### src/rtl/fdiv_iter_if.sv
// Operand/result handshake bundle for the iterative FP divider.
interface fdiv_iter_if #(
  parameter int EXP_W = 8,
  parameter int MAN_W = 23
);
  localparam int W = 1 + EXP_W + MAN_W;

  logic         in_valid;
  logic         in_ready;
  logic [W-1:0] a;
  logic [W-1:0] b;
  logic         out_valid;
  logic         out_ready;
  logic [W-1:0] result;
  logic [4:0]   flags;

  modport master (output in_valid, a, b, out_ready,
                  input  in_ready, out_valid, result, flags);
  modport slave  (input  in_valid, a, b, out_ready,
                  output in_ready, out_valid, result, flags);
endinterface

### src/rtl/fdiv_iter.sv
// Iterative radix-2 restoring IEEE-754 divider, RNE rounding, IEEE flags.
// Define FDIV_SUBNORMAL_EN for subnormal inputs/outputs; otherwise flush-to-zero.
module fdiv_iter #(
  parameter int EXP_W = 8,
  parameter int MAN_W = 23
) (
  input  logic       clk,
  input  logic       rst,
  fdiv_iter_if.slave bus
);
  localparam int W  = 1 + EXP_W + MAN_W;
  localparam int QW = MAN_W + 3;
  localparam int CW = $clog2(QW + 1);
  localparam logic signed [EXP_W+1:0] BIAS = (EXP_W+2)'(2**(EXP_W-1) - 1);
  localparam logic signed [EXP_W+1:0] EMAX = (EXP_W+2)'(2**EXP_W - 1);
  localparam logic signed [EXP_W+1:0] ONE  = (EXP_W+2)'(1);
  localparam logic [W-1:0] QNAN = {1'b0, {EXP_W{1'b1}}, 1'b1, {(MAN_W-1){1'b0}}};

  typedef enum logic [2:0] {
    IDLE,
`ifdef FDIV_SUBNORMAL_EN
    NORM,
`endif
    DIV, ROUND, DONE
  } state_t;

  state_t state, next;

  logic                    sign;
  logic signed [EXP_W+1:0] e;
  logic [MAN_W+1:0]        rem;
  logic [MAN_W:0]          mb;
  logic [QW-1:0]           q;
  logic [CW-1:0]           cnt;
  logic [W-1:0]            res_q;
  logic [4:0]              flg_q;

  // operand decode
  logic             sa, sb;
  logic [EXP_W-1:0] ea, eb, ea_eff, eb_eff;
  logic [MAN_W-1:0] fa, fb;
  logic a_nan, b_nan, a_snan, b_snan, a_inf, b_inf, a_zero, b_zero, special;
  logic signed [EXP_W+1:0] e_in;

  assign {sa, ea, fa} = bus.a;
  assign {sb, eb, fb} = bus.b;
  assign a_nan  = (&ea) && (|fa);
  assign b_nan  = (&eb) && (|fb);
  assign a_snan = a_nan && !fa[MAN_W-1];
  assign b_snan = b_nan && !fb[MAN_W-1];
  assign a_inf  = (&ea) && !(|fa);
  assign b_inf  = (&eb) && !(|fb);
`ifdef FDIV_SUBNORMAL_EN
  logic a_sub, b_sub;
  assign a_sub  = !(|ea) && (|fa);
  assign b_sub  = !(|eb) && (|fb);
  assign a_zero = !(|ea) && !(|fa);
  assign b_zero = !(|eb) && !(|fb);
`else
  // subnormals are indistinguishable from zero in flush mode
  assign a_zero = !(|ea);
  assign b_zero = !(|eb);
`endif
  assign special = a_nan | b_nan | a_inf | b_inf | a_zero | b_zero;
  assign ea_eff  = (|ea) ? ea : EXP_W'(1);
  assign eb_eff  = (|eb) ? eb : EXP_W'(1);
  assign e_in    = {2'b00, ea_eff} - {2'b00, eb_eff} + BIAS;

  logic [W-1:0] sp_res;
  logic [4:0]   sp_flg;
  always_comb begin
    sp_res = '0;
    sp_flg = '0;
    if (a_nan || b_nan || (a_zero && b_zero) || (a_inf && b_inf)) begin
      sp_res    = QNAN;
      sp_flg[4] = a_snan | b_snan | (a_zero & b_zero) | (a_inf & b_inf);
    end else if (a_inf || b_zero) begin
      sp_res    = {sa ^ sb, {EXP_W{1'b1}}, {MAN_W{1'b0}}};
      sp_flg[3] = !a_inf;
    end else begin
      sp_res = {sa ^ sb, {(W-1){1'b0}}};
    end
  end

  // one restoring step
  logic [MAN_W+2:0] diff;
  logic             ge;
  logic [MAN_W+1:0] rem_d;
  assign diff  = {1'b0, rem} - {2'b00, mb};
  assign ge    = !diff[MAN_W+2];
  assign rem_d = ge ? {diff[MAN_W:0], 1'b0} : {rem[MAN_W:0], 1'b0};

`ifdef FDIV_SUBNORMAL_EN
  // dividend shifts lower e, divisor shifts raise it
  logic [MAN_W+1:0]        rem_n;
  logic [MAN_W:0]          mb_n;
  logic signed [EXP_W+1:0] e_n;
  always_comb begin
    rem_n = rem;
    mb_n  = mb;
    e_n   = e;
    if (!rem[MAN_W]) begin
      rem_n = {rem[MAN_W:0], 1'b0};
      e_n   = e - ONE;
    end else if (!mb[MAN_W]) begin
      mb_n = {mb[MAN_W-1:0], 1'b0};
      e_n  = e + ONE;
    end
  end
`endif

  // normalise, denormalise if tiny, round to nearest even
  logic [QW-1:0]           qn, qs;
  logic signed [EXP_W+1:0] en, ef;
  logic                    tiny, lost, guard, sticky, inexact;
  logic [MAN_W:0]          mant;
  logic [MAN_W+1:0]        sum;
  logic [W-1:0]            rnd_res;
  logic [4:0]              rnd_flg;
  always_comb begin
    qn   = q[QW-1] ? q : {q[QW-2:0], 1'b0};
    en   = q[QW-1] ? e : e - ONE;
    tiny = en[EXP_W+1] || (en == '0);
    qs   = qn;
    lost = 1'b0;
`ifdef FDIV_SUBNORMAL_EN
    begin
      int sh;
      sh = 0;
      if (tiny) begin
        sh = 1 - int'(en);
        if (sh > QW) sh = QW;
        qs   = qn >> sh;
        lost = ((qs << sh) != qn);
      end
    end
`endif
    mant    = qs[QW-1:2];
    guard   = qs[1];
    sticky  = qs[0] | lost | (|rem);
    sum     = {1'b0, mant} + {{(MAN_W+1){1'b0}}, guard & (sticky | mant[0])};
    inexact = guard | sticky;
    ef      = sum[MAN_W+1] ? en + ONE : en;
    rnd_res = '0;
    rnd_flg = '0;
    if (tiny) begin
`ifdef FDIV_SUBNORMAL_EN
      // a rounding carry into the hidden bit lands on the minimum normal
      rnd_res = {sign, EXP_W'(sum[MAN_W]), sum[MAN_W-1:0]};
      rnd_flg = {3'b000, inexact, inexact};
`else
      rnd_res = {sign, {(W-1){1'b0}}};
      rnd_flg = 5'b00011;
`endif
    end else if (ef >= EMAX) begin
      rnd_res = {sign, {EXP_W{1'b1}}, {MAN_W{1'b0}}};
      rnd_flg = 5'b00101;
    end else begin
      rnd_res = {sign, ef[EXP_W-1:0], sum[MAN_W+1] ? sum[MAN_W:1] : sum[MAN_W-1:0]};
      rnd_flg = {4'b0000, inexact};
    end
  end

  always_ff @(posedge clk) begin
    if (rst) state <= IDLE;
    else     state <= next;
  end

  always_comb begin
    next = state;
    case (state)
      IDLE: if (bus.in_valid) begin
`ifdef FDIV_SUBNORMAL_EN
        next = special ? DONE : ((a_sub || b_sub) ? NORM : DIV);
`else
        next = special ? DONE : DIV;
`endif
      end
`ifdef FDIV_SUBNORMAL_EN
      NORM:  if (rem_n[MAN_W] && mb_n[MAN_W]) next = DIV;
`endif
      DIV:   if (cnt == CW'(QW - 1)) next = ROUND;
      ROUND: next = DONE;
      DONE:  if (bus.out_ready) next = IDLE;
      default: next = IDLE;
    endcase
  end

  always_ff @(posedge clk) begin
    if (rst) begin
      res_q <= '0;
      flg_q <= '0;
    end else begin
      case (state)
        IDLE: if (bus.in_valid) begin
          sign <= sa ^ sb;
          e    <= e_in;
          rem  <= {1'b0, |ea, fa};
          mb   <= {|eb, fb};
          q    <= '0;
          cnt  <= '0;
          if (special) begin
            res_q <= sp_res;
            flg_q <= sp_flg;
          end
        end
`ifdef FDIV_SUBNORMAL_EN
        NORM: begin
          rem <= rem_n;
          mb  <= mb_n;
          e   <= e_n;
        end
`endif
        DIV: begin
          rem <= rem_d;
          q   <= {q[QW-2:0], ge};
          cnt <= cnt + CW'(1);
        end
        ROUND: begin
          res_q <= rnd_res;
          flg_q <= rnd_flg;
        end
        default: ;
      endcase
    end
  end

  assign bus.in_ready  = (state == IDLE);
  assign bus.out_valid = (state == DONE);
  assign bus.result    = res_q;
  assign bus.flags     = flg_q;
endmodule

### src/flat_wrapper.sv
// flat-port wrapper written by rule: the top's interface ports become plain ports
module fdiv_iter_flat 
#(
  parameter int EXP_W = 8,
  parameter int MAN_W = 23
)
  (clk, rst, bus_in_valid, bus_a, bus_b, bus_out_ready, bus_in_ready, bus_out_valid, bus_result, bus_flags);
  fdiv_iter_if #(.EXP_W(EXP_W), .MAN_W(MAN_W)) bus_i ();
  input  logic clk;
  input  logic rst;
  input wire logic [$bits(bus_i.in_valid)-1:0] bus_in_valid;
  input wire logic [$bits(bus_i.a)-1:0] bus_a;
  input wire logic [$bits(bus_i.b)-1:0] bus_b;
  input wire logic [$bits(bus_i.out_ready)-1:0] bus_out_ready;
  output wire logic [$bits(bus_i.in_ready)-1:0] bus_in_ready;
  output wire logic [$bits(bus_i.out_valid)-1:0] bus_out_valid;
  output wire logic [$bits(bus_i.result)-1:0] bus_result;
  output wire logic [$bits(bus_i.flags)-1:0] bus_flags;
  assign bus_i.in_valid = bus_in_valid;
  assign bus_i.a = bus_a;
  assign bus_i.b = bus_b;
  assign bus_i.out_ready = bus_out_ready;
  assign bus_in_ready = bus_i.in_ready;
  assign bus_out_valid = bus_i.out_valid;
  assign bus_result = bus_i.result;
  assign bus_flags = bus_i.flags;
  fdiv_iter #(.EXP_W(EXP_W), .MAN_W(MAN_W)) u_core (.clk(clk), .rst(rst), .bus(bus_i));
endmodule
### config.mk
export PLATFORM = sky130hd
export DESIGN_NAME = fdiv_iter_flat
export DESIGN_NICKNAME = d
export VERILOG_FILES = /design/src/rtl/fdiv_iter_if.sv /design/src/rtl/fdiv_iter.sv /design/src/flat_wrapper.sv
export SDC_FILE = /design/constraint.sdc
export NUM_CORES = 1
export LEC_CHECK = 0
export ABC_AREA = 1
export BUFFER_PORTS_ARGS = -buffer_cell sky130_fd_sc_hd__buf_2
export CAP_MARGIN = 40
export CORE_MARGIN = 2
export CORE_UTILIZATION = 45
export CTS_CLUSTER_SIZE = 40
export DETAILED_ROUTE_END_ITERATION = 6
export SYNTH_ARGS = -nofsm -noshare
export SYNTH_HDL_FRONTEND = slang
export SYNTH_SLANG_ARGS = --single-unit
### constraint.sdc
create_clock -name clk -period 8.29 [get_ports clk]
set_input_delay 0.829 -clock clk [delete_from_list [all_inputs] [get_ports clk]]
set_output_delay 0.829 -clock clk [all_outputs]
set_load 0.005 [all_outputs]
==> impl_metrics.csv, run 1 <==
group,metric,value,unit
status,outcome,"complete, no violations",
die,design.core.area,20200,sq um
die,die_area,21700,sq um
route,highest_layer,"met4",
die,initial_core_util,0.457,
flow_run,drv_cap,0,
placement,gp_congestion,0.936,
route,post-route-drc-count,0,
global_routing,grt_max_degree,56,
layout,multiInputGateArea,4850,sq um
die,io_pins,107,
synth,syn_area,9260,sq um
synth,synth_top_cell_by_area,"edfxtp_1",
layout,num-fill-cells,1995,
synth,ys_ff_latch,130,
sta,fin_ws,4.74,ns
sta,drv_slew,0,
global_routing,antenna_found_initial,0,
global_routing,grt-ovfl-total,0,
global_routing,track_usage,0.217,
sta,grt_setup_unrepaired,"false",
die,num_rows,52,
worst_setup_path,critPathMaxFanout,42,
sta,fmaxAchievable,282,MHz
clock_network,cts_resized,0,
hold_path,hp-class,"register to register",
placement,place_ws,4.55,ns
worst_setup_path,cp.arrival,3.83,ns
die,die_x,147,um
route,met3_length,743,um
clock_network,worstSkewPairLatency,0.43,ns
synth,ys_types,51,
synth,yosys-top-cells-area,"edfxtp_1 30%, nand2_1 13%, dfxtp_1 8.4%, inv_1 7.0%, ha_1 5.9%",
layout,drive_above_1_share,0.136,
clock_network,cts_sinks,130,
route,m1WireLength,11.1,mm
synth,ys_seq_area_frac,0.380,
clock_network,cts_tree,"done",
worst_setup_path,crit_path_end_kind,"register",
sta,tns,0,ns
clock_network,cts_buffer_depth,2,
global_routing,grt_pass1_wl,38.2,mm
clock_network,post_cts_buffers,0,
worst_setup_path,critPathLaunchType,"register",
clock_network,ctsHoldBuffers,0,
layout,final-seq-area,3510,sq um
clock_network,cts_buffers,17,
route,firstDrtPassIters,5,
synth,syn_nets,1373,
placement,hpwl,17.5,mm
power,peakVddDrop,0.146,mV
sta,finalCriticalPeriod,3.55,ns
synth,syn_inst,1259,
route,wl,23.0,mm
synth,synth_top_area_frac,0.295,
route,drt_first_iter_violations,560,
route,ant_nets,0,
clock_network,h-tree-depth,4,
layout,final_nets,1462,
sta,worstMarginPinSlew,0.765,ns
route,wl_per_cell,14.1,um
route,vias_per_cell,5.11,
layout,num_antenna_cells,0,
synth,ys.flop_type,"edfxtp_1",
sta,relSlewSlack,0.487,
synth,async_reset_ff_frac,0,
clock_network,clk_pin_slew,0.06,ns
synth,yosys_warnings,0,
route,route.met2.wl,10.8,mm
sta,clock_skew,0.0116,ns
synth,syn_area_per_cell,7.35,sq um
clock_network,cts_root_buf,"clkbuf_16",
sta,setup_viol,0,
sta,finalCritPeriodShare,0.428,
synth,synth_edf_count,91,
die,die_h,147,um
route,dr_total_vias,8332,
global_routing,grt_pass1_vias,7771,
worst_setup_path,worst_ep_required_time,8.58,ns
power,leakage,4.96,nW
power,p_per_area,278,nW/um^2
placement,port_buffers,106,
worst_setup_path,crit_type,"register to register",
sta,timing.final.hold_violations,0,
layout,area_growth,13.9,%
==> logic make-up after synthesis <==
| kind of cell | count (synthesis) | synth area share |
|---|---|---|
| AND/OR/NAND/NOR | 609 | 0.290 |
| AO/OA/AOI/OAI | 200 | 0.119 |
| XOR/XNOR | 51 | 0.0491 |
| adder cells (fa/ha/maj) | 46 | 0.0638 |
| flip-flops | 130 | 0.380 |
| buffers and inverters | 223 | 0.0984 |
==> per-layer routing <==
| layer | vias to the layer above | track usage |
|---|---|---|
| met3 | 30 | 0.0309 |
| met2 | 160 | 0.357 |
| li1 | 4320 | - |
| met5 | - | 0 |
| met4 | 0 | 0.0649 |
| met1 | 3822 | 0.299 |
==> worst max-delay path, cell delays in order (launching register included) <==
cell and delay, ns:
edfxtp_1 0.49, buf_4 0.44, nand2_1 0.09, nand2_1 0.10
ha_1 0.22, nand3_2 0.16, nor2_8 0.25, inv_2 0.07
nor2_4 0.41, nand2_1 0.10, nand2_1 0.10, nor2_1 0.04
nand2_1 0.06, nor2_1 0.04, nand2_1 0.04, nand2_1 0.07
nand2_2 0.46, nand2_1 0.12, nand2_1 0.09, a21oi_1 0.06
==> final timing paths <==
| kind | from | to | slack [ns] | cells after the start |
|---|---|---|---|---|
| worst max-delay path | u_core.q[25]$_SDFFCE_PN0P_ | u_core.bus.result[25]$_SDFFE_PP0P_ | 4.74 | 19 |
| worst min-delay path | u_core.bus.result[6]$_SDFFE_PP0P_ | u_core.bus.result[6]$_SDFFE_PP0P_ | 0.46 | 2 |
| worst max register to register | u_core.q[25]$_SDFFCE_PN0P_ | u_core.bus.result[25]$_SDFFE_PP0P_ | 4.74 | 19 |
| worst min register to register | u_core.bus.result[6]$_SDFFE_PP0P_ | u_core.bus.result[6]$_SDFFE_PP0P_ | 0.46 | 2 |
==> stage by stage <==
stage	cell area, sq um	hold slack, ns	utilization	power [mW]	std cells
detailed placement	9990	0.454	0.494	2.21	1599
global route	10500	0.474	0.521	3.16	1630
floorplan	9260	0.462	-	1.91	1259
finish	10500	0.462	0.521	2.93	1630
CTS	10500	0.464	0.521	2.95	1630
global placement	9960	0.454	0.492	2.20	1598
==> synth_stat cells (21+ instances only) <==
library cell  number
nand3_1           67
nor4_1            21
nand4_1           24
xnor2_1           21
nand2_1          331
xor2_1            29
nor2_1           108
a21oi_1           88
clkbuf_1          25
inv_1            172
ha_1              44
edfxtp_1          91
o21ai_0           74
dfxtp_1           39
==> power by group <==
part / internal, mW / total (mW) / switching, mW
clock: 0.439 / 0.727 / 0.288
combinational: 0.412 / 1.23 / 0.816
sequential: 0.886 / 0.979 / 0.0931
==> cell usage in the layout (no fill, tap or decap), types with 39 or more instances in the layout <==
master	Yosys	routed
inv_1	172	172
buf_2	5	106
edfxtp_1	91	91
a21oi_1	88	88
nor2_1	108	107
ha_1	44	43
o21ai_0	74	74
nand2_1	331	331
dfxtp_1	39	39
nand3_1	67	67
==> area by class of cell <==
cell class | instances | share of cell area
multi-input cells | 906 | 0.460
inverters | 180 | 0.0648
clock inverters | 10 | 0.0107
flip-flops and latches | 130 | 0.333
clock buffers | 21 | 0.0418
well taps | 270 | 0.0320
repair buffers | 113 | 0.0572
==> sequential cells by signal (all words and copies together), names as in the netlist <==
| signal | count |
|---|---|
| u_core.bus.flags | 5 |
| u_core.bus.result | 32 |
| u_core.cnt | 5 |
| u_core.e | 10 |
| u_core.mb | 24 |
| u_core.q | 26 |
| u_core.rem | 25 |
| u_core.sign | 1 |
| u_core.state | 2 |
Note: power is estimated with default switching activity, not from simulation.
==> run 2, diff against run 1 <==
==> constraint.sdc (replaced) <==
create_clock -name clk -period 3.6 [get_ports clk]
set_input_delay 0.36 -clock clk [delete_from_list [all_inputs] [get_ports clk]]
set_output_delay 0.36 -clock clk [all_outputs]
set_load 0.005 [all_outputs]
==> impl_metrics.csv, run 2 (synthesis results as in run 1) <==
group,metric,value,unit
status,outcome,"complete, no violations",
worst_setup_path,critPathLaunchType,"register",
sta,relSlewSlack,0.548,
worst_setup_path,crit_type,"register to register",
clock_network,cts_resized,0,
power,clock_power_share,0.256,
worst_setup_path,reg2reg_depth,12,
worst_setup_path,rrSetupSlack,0.50,ns
global_routing,grt_max_degree,55,
sta,tns,0,ns
worst_setup_path,worst_ep_required_time,3.77,ns
layout,final_cell_mix,"331 x nand2_1, 172 x inv_1, 107 x nor2_1",
sta,grt_setup_unrepaired,"false",
layout,num_antenna_cells,0,
clock_network,post_cts_buffers,0,
power,p_per_area,646,nW/um^2
die,die_x,147,um
placement,gp_congestion,0.901,
clock_network,cts_root_buf,"clkbuf_16",
clock_network,cts_buffers,17,
worst_setup_path,path_cells,"ha_1 -> a21oi_1 -> nand2_1 -> a21boi_0 -> o21bai_1 -> a21boi_0 -> o21ai_0 -> a21oi_1 -> or2_2 -> nand3_1 -> nand3_1 -> nand2_1",
route,firstDrtPassIters,5,
die,design.core.area,20200,sq um
sta,finalCriticalPeriod,3.10,ns
sta,drv_slew,0,
power,switching_share,0.402,
route,drt_first_iter_violations,549,
layout,utilization,0.527,
flow_run,drv_cap,0,
power,leakage,5.03,nW
sta,timing.final.hold_violations,0,
worst_setup_path,cp_slowest_stage_delay,0.43,ns
sta,fmaxAchievable,322,MHz
die,num_rows,52,
worst_setup_path,critPathMaxFanout,5,
global_routing,antenna_found_initial,0,
clock_network,worstSkewPairLatency,0.42,ns
route,dr_total_vias,8268,
route,ant_nets,0,
clock_network,ctsHoldBuffers,0,
global_routing,grt-ovfl-total,0,
power,p_seq_frac,0.327,
placement,hpwl,17.6,mm
worst_setup_path,cp.arrival,3.27,ns
worst_setup_path,crit_path_end_kind,"register",
clock_network,clk_pin_slew,0.06,ns
power,net-switching-power,2.77,mW
route,wl,22.7,mm
layout,area_growth,15.2,%
global_routing,track_usage,0.215,
route,post-route-drc-count,0,
clock_network,h-tree-depth,4,
sta,finalCritPeriodShare,0.862,
die,initial_core_util,0.457,
worst_setup_path,crit_path_top_delay_cell,"edfxtp_1",
sta,fin_hold_ws,0.124,ns
clock_network,cts_sinks,130,
clock_network,cts_buffer_depth,2,
power,p_comb_frac,0.417,
placement,port_buffers,106,
sta,setup_viol,0,
layout,largest_reg_flops,32,
power,peakVddDrop,0.372,mV
die,die_area,21700,sq um
die,die_h,147,um
layout,final_nets,1470,
global_routing,grt_pass1_wl,37.7,mm
sta,worstMarginPinSlew,0.678,ns
route,vias_per_cell,5.04,
sta,clock_skew,0.0106,ns
route,wl_per_cell,13.9,um
global_routing,grt_pass1_vias,7872,
hold_path,hp-class,"input pin to register",
layout,num-fill-cells,1966,
layout,final_common_cell,"nand2_1",
die,io_pins,107,
clock_network,cts_tree,"done",
hold_path,hold_depth,1,
power,p_int,4.11,mW
layout,drive_above_1_share,0.143,
run 2: cell types whose count changed in the layout (fill, tap and decap cells not counted), sizes merged:
| cell | before | now |
|---|---|---|
| clkinv | 6 | 8 |
| buf | 113 | 121 |
| clkbuf | 21 | 18 |
| inv | 178 | 179 |
| bufinv | 2 | 3 |
run 2: worst paths after layout:
check	to	from
worst max-delay path	u_core.rem[20]$_DFFE_PP_	u_core.rem[2]$_DFFE_PP_
worst min-delay path	u_core.mb[14]$_DFFE_PP_	bus_b[14]
worst max register to register	u_core.rem[20]$_DFFE_PP_	u_core.rem[2]$_DFFE_PP_
worst min register to register	u_core.bus.result[1]$_SDFFE_PP0P_	u_core.bus.result[1]$_SDFFE_PP0P_
run 2: final cells by class:
cell class | instances | area [sq um] | share of cell area
clock buffer | 18 | 429 | 0.0402
clock inverter | 14 | 164 | 0.0154
inverter | 180 | 683 | 0.0641
multi-input combinational | 906 | 4850 | 0.455
sequential | 130 | 3510 | 0.330
tap | 270 | 338 | 0.0317
timing repair buffer | 121 | 681 | 0.0638
run 2: metrics by stage:
stage / setup WS [ns] / std cells / total power, mW / cell area (sq um)
2_1_floorplan: 0.346 / 1259 / 4.40 / 9270
3_3_place_gp: 0.470 / 1606 / 5.12 / 10000
3_5_place_dp: 0.454 / 1607 / 5.14 / 10100
4_1_cts: 0.461 / 1639 / 6.92 / 10700
5_1_grt: 0.180 / 1639 / 7.43 / 10700
6_report: 0.497 / 1639 / 6.89 / 10700
run 2: worst max-delay path, delay by kind of cell (launching register included):
kind            cells  cell delay, ns
fa+ha+maj           1            0.36
compound gates      6            1.60
flops               1            0.43
simple gates        5            0.46
run 2: layer usage:
metal  wire length (um)  vias up  track usage
met4                358        0       0.0611
li1                   -     4324            -
met3                809       27       0.0392
met1              11000     3759        0.288
met5                  0        -            0
met2              10500      158        0.358
run 2: power by group through the flow:
stage               clock, mW  sequential (mW)  combinational, mW
finish                   1.76             2.25               2.87
detailed placement          0             2.28               2.86
global route             1.86             2.29               3.28
CTS                      1.79             2.25               2.88
global placement            0             2.28               2.84
floorplan                   0             2.22               2.18
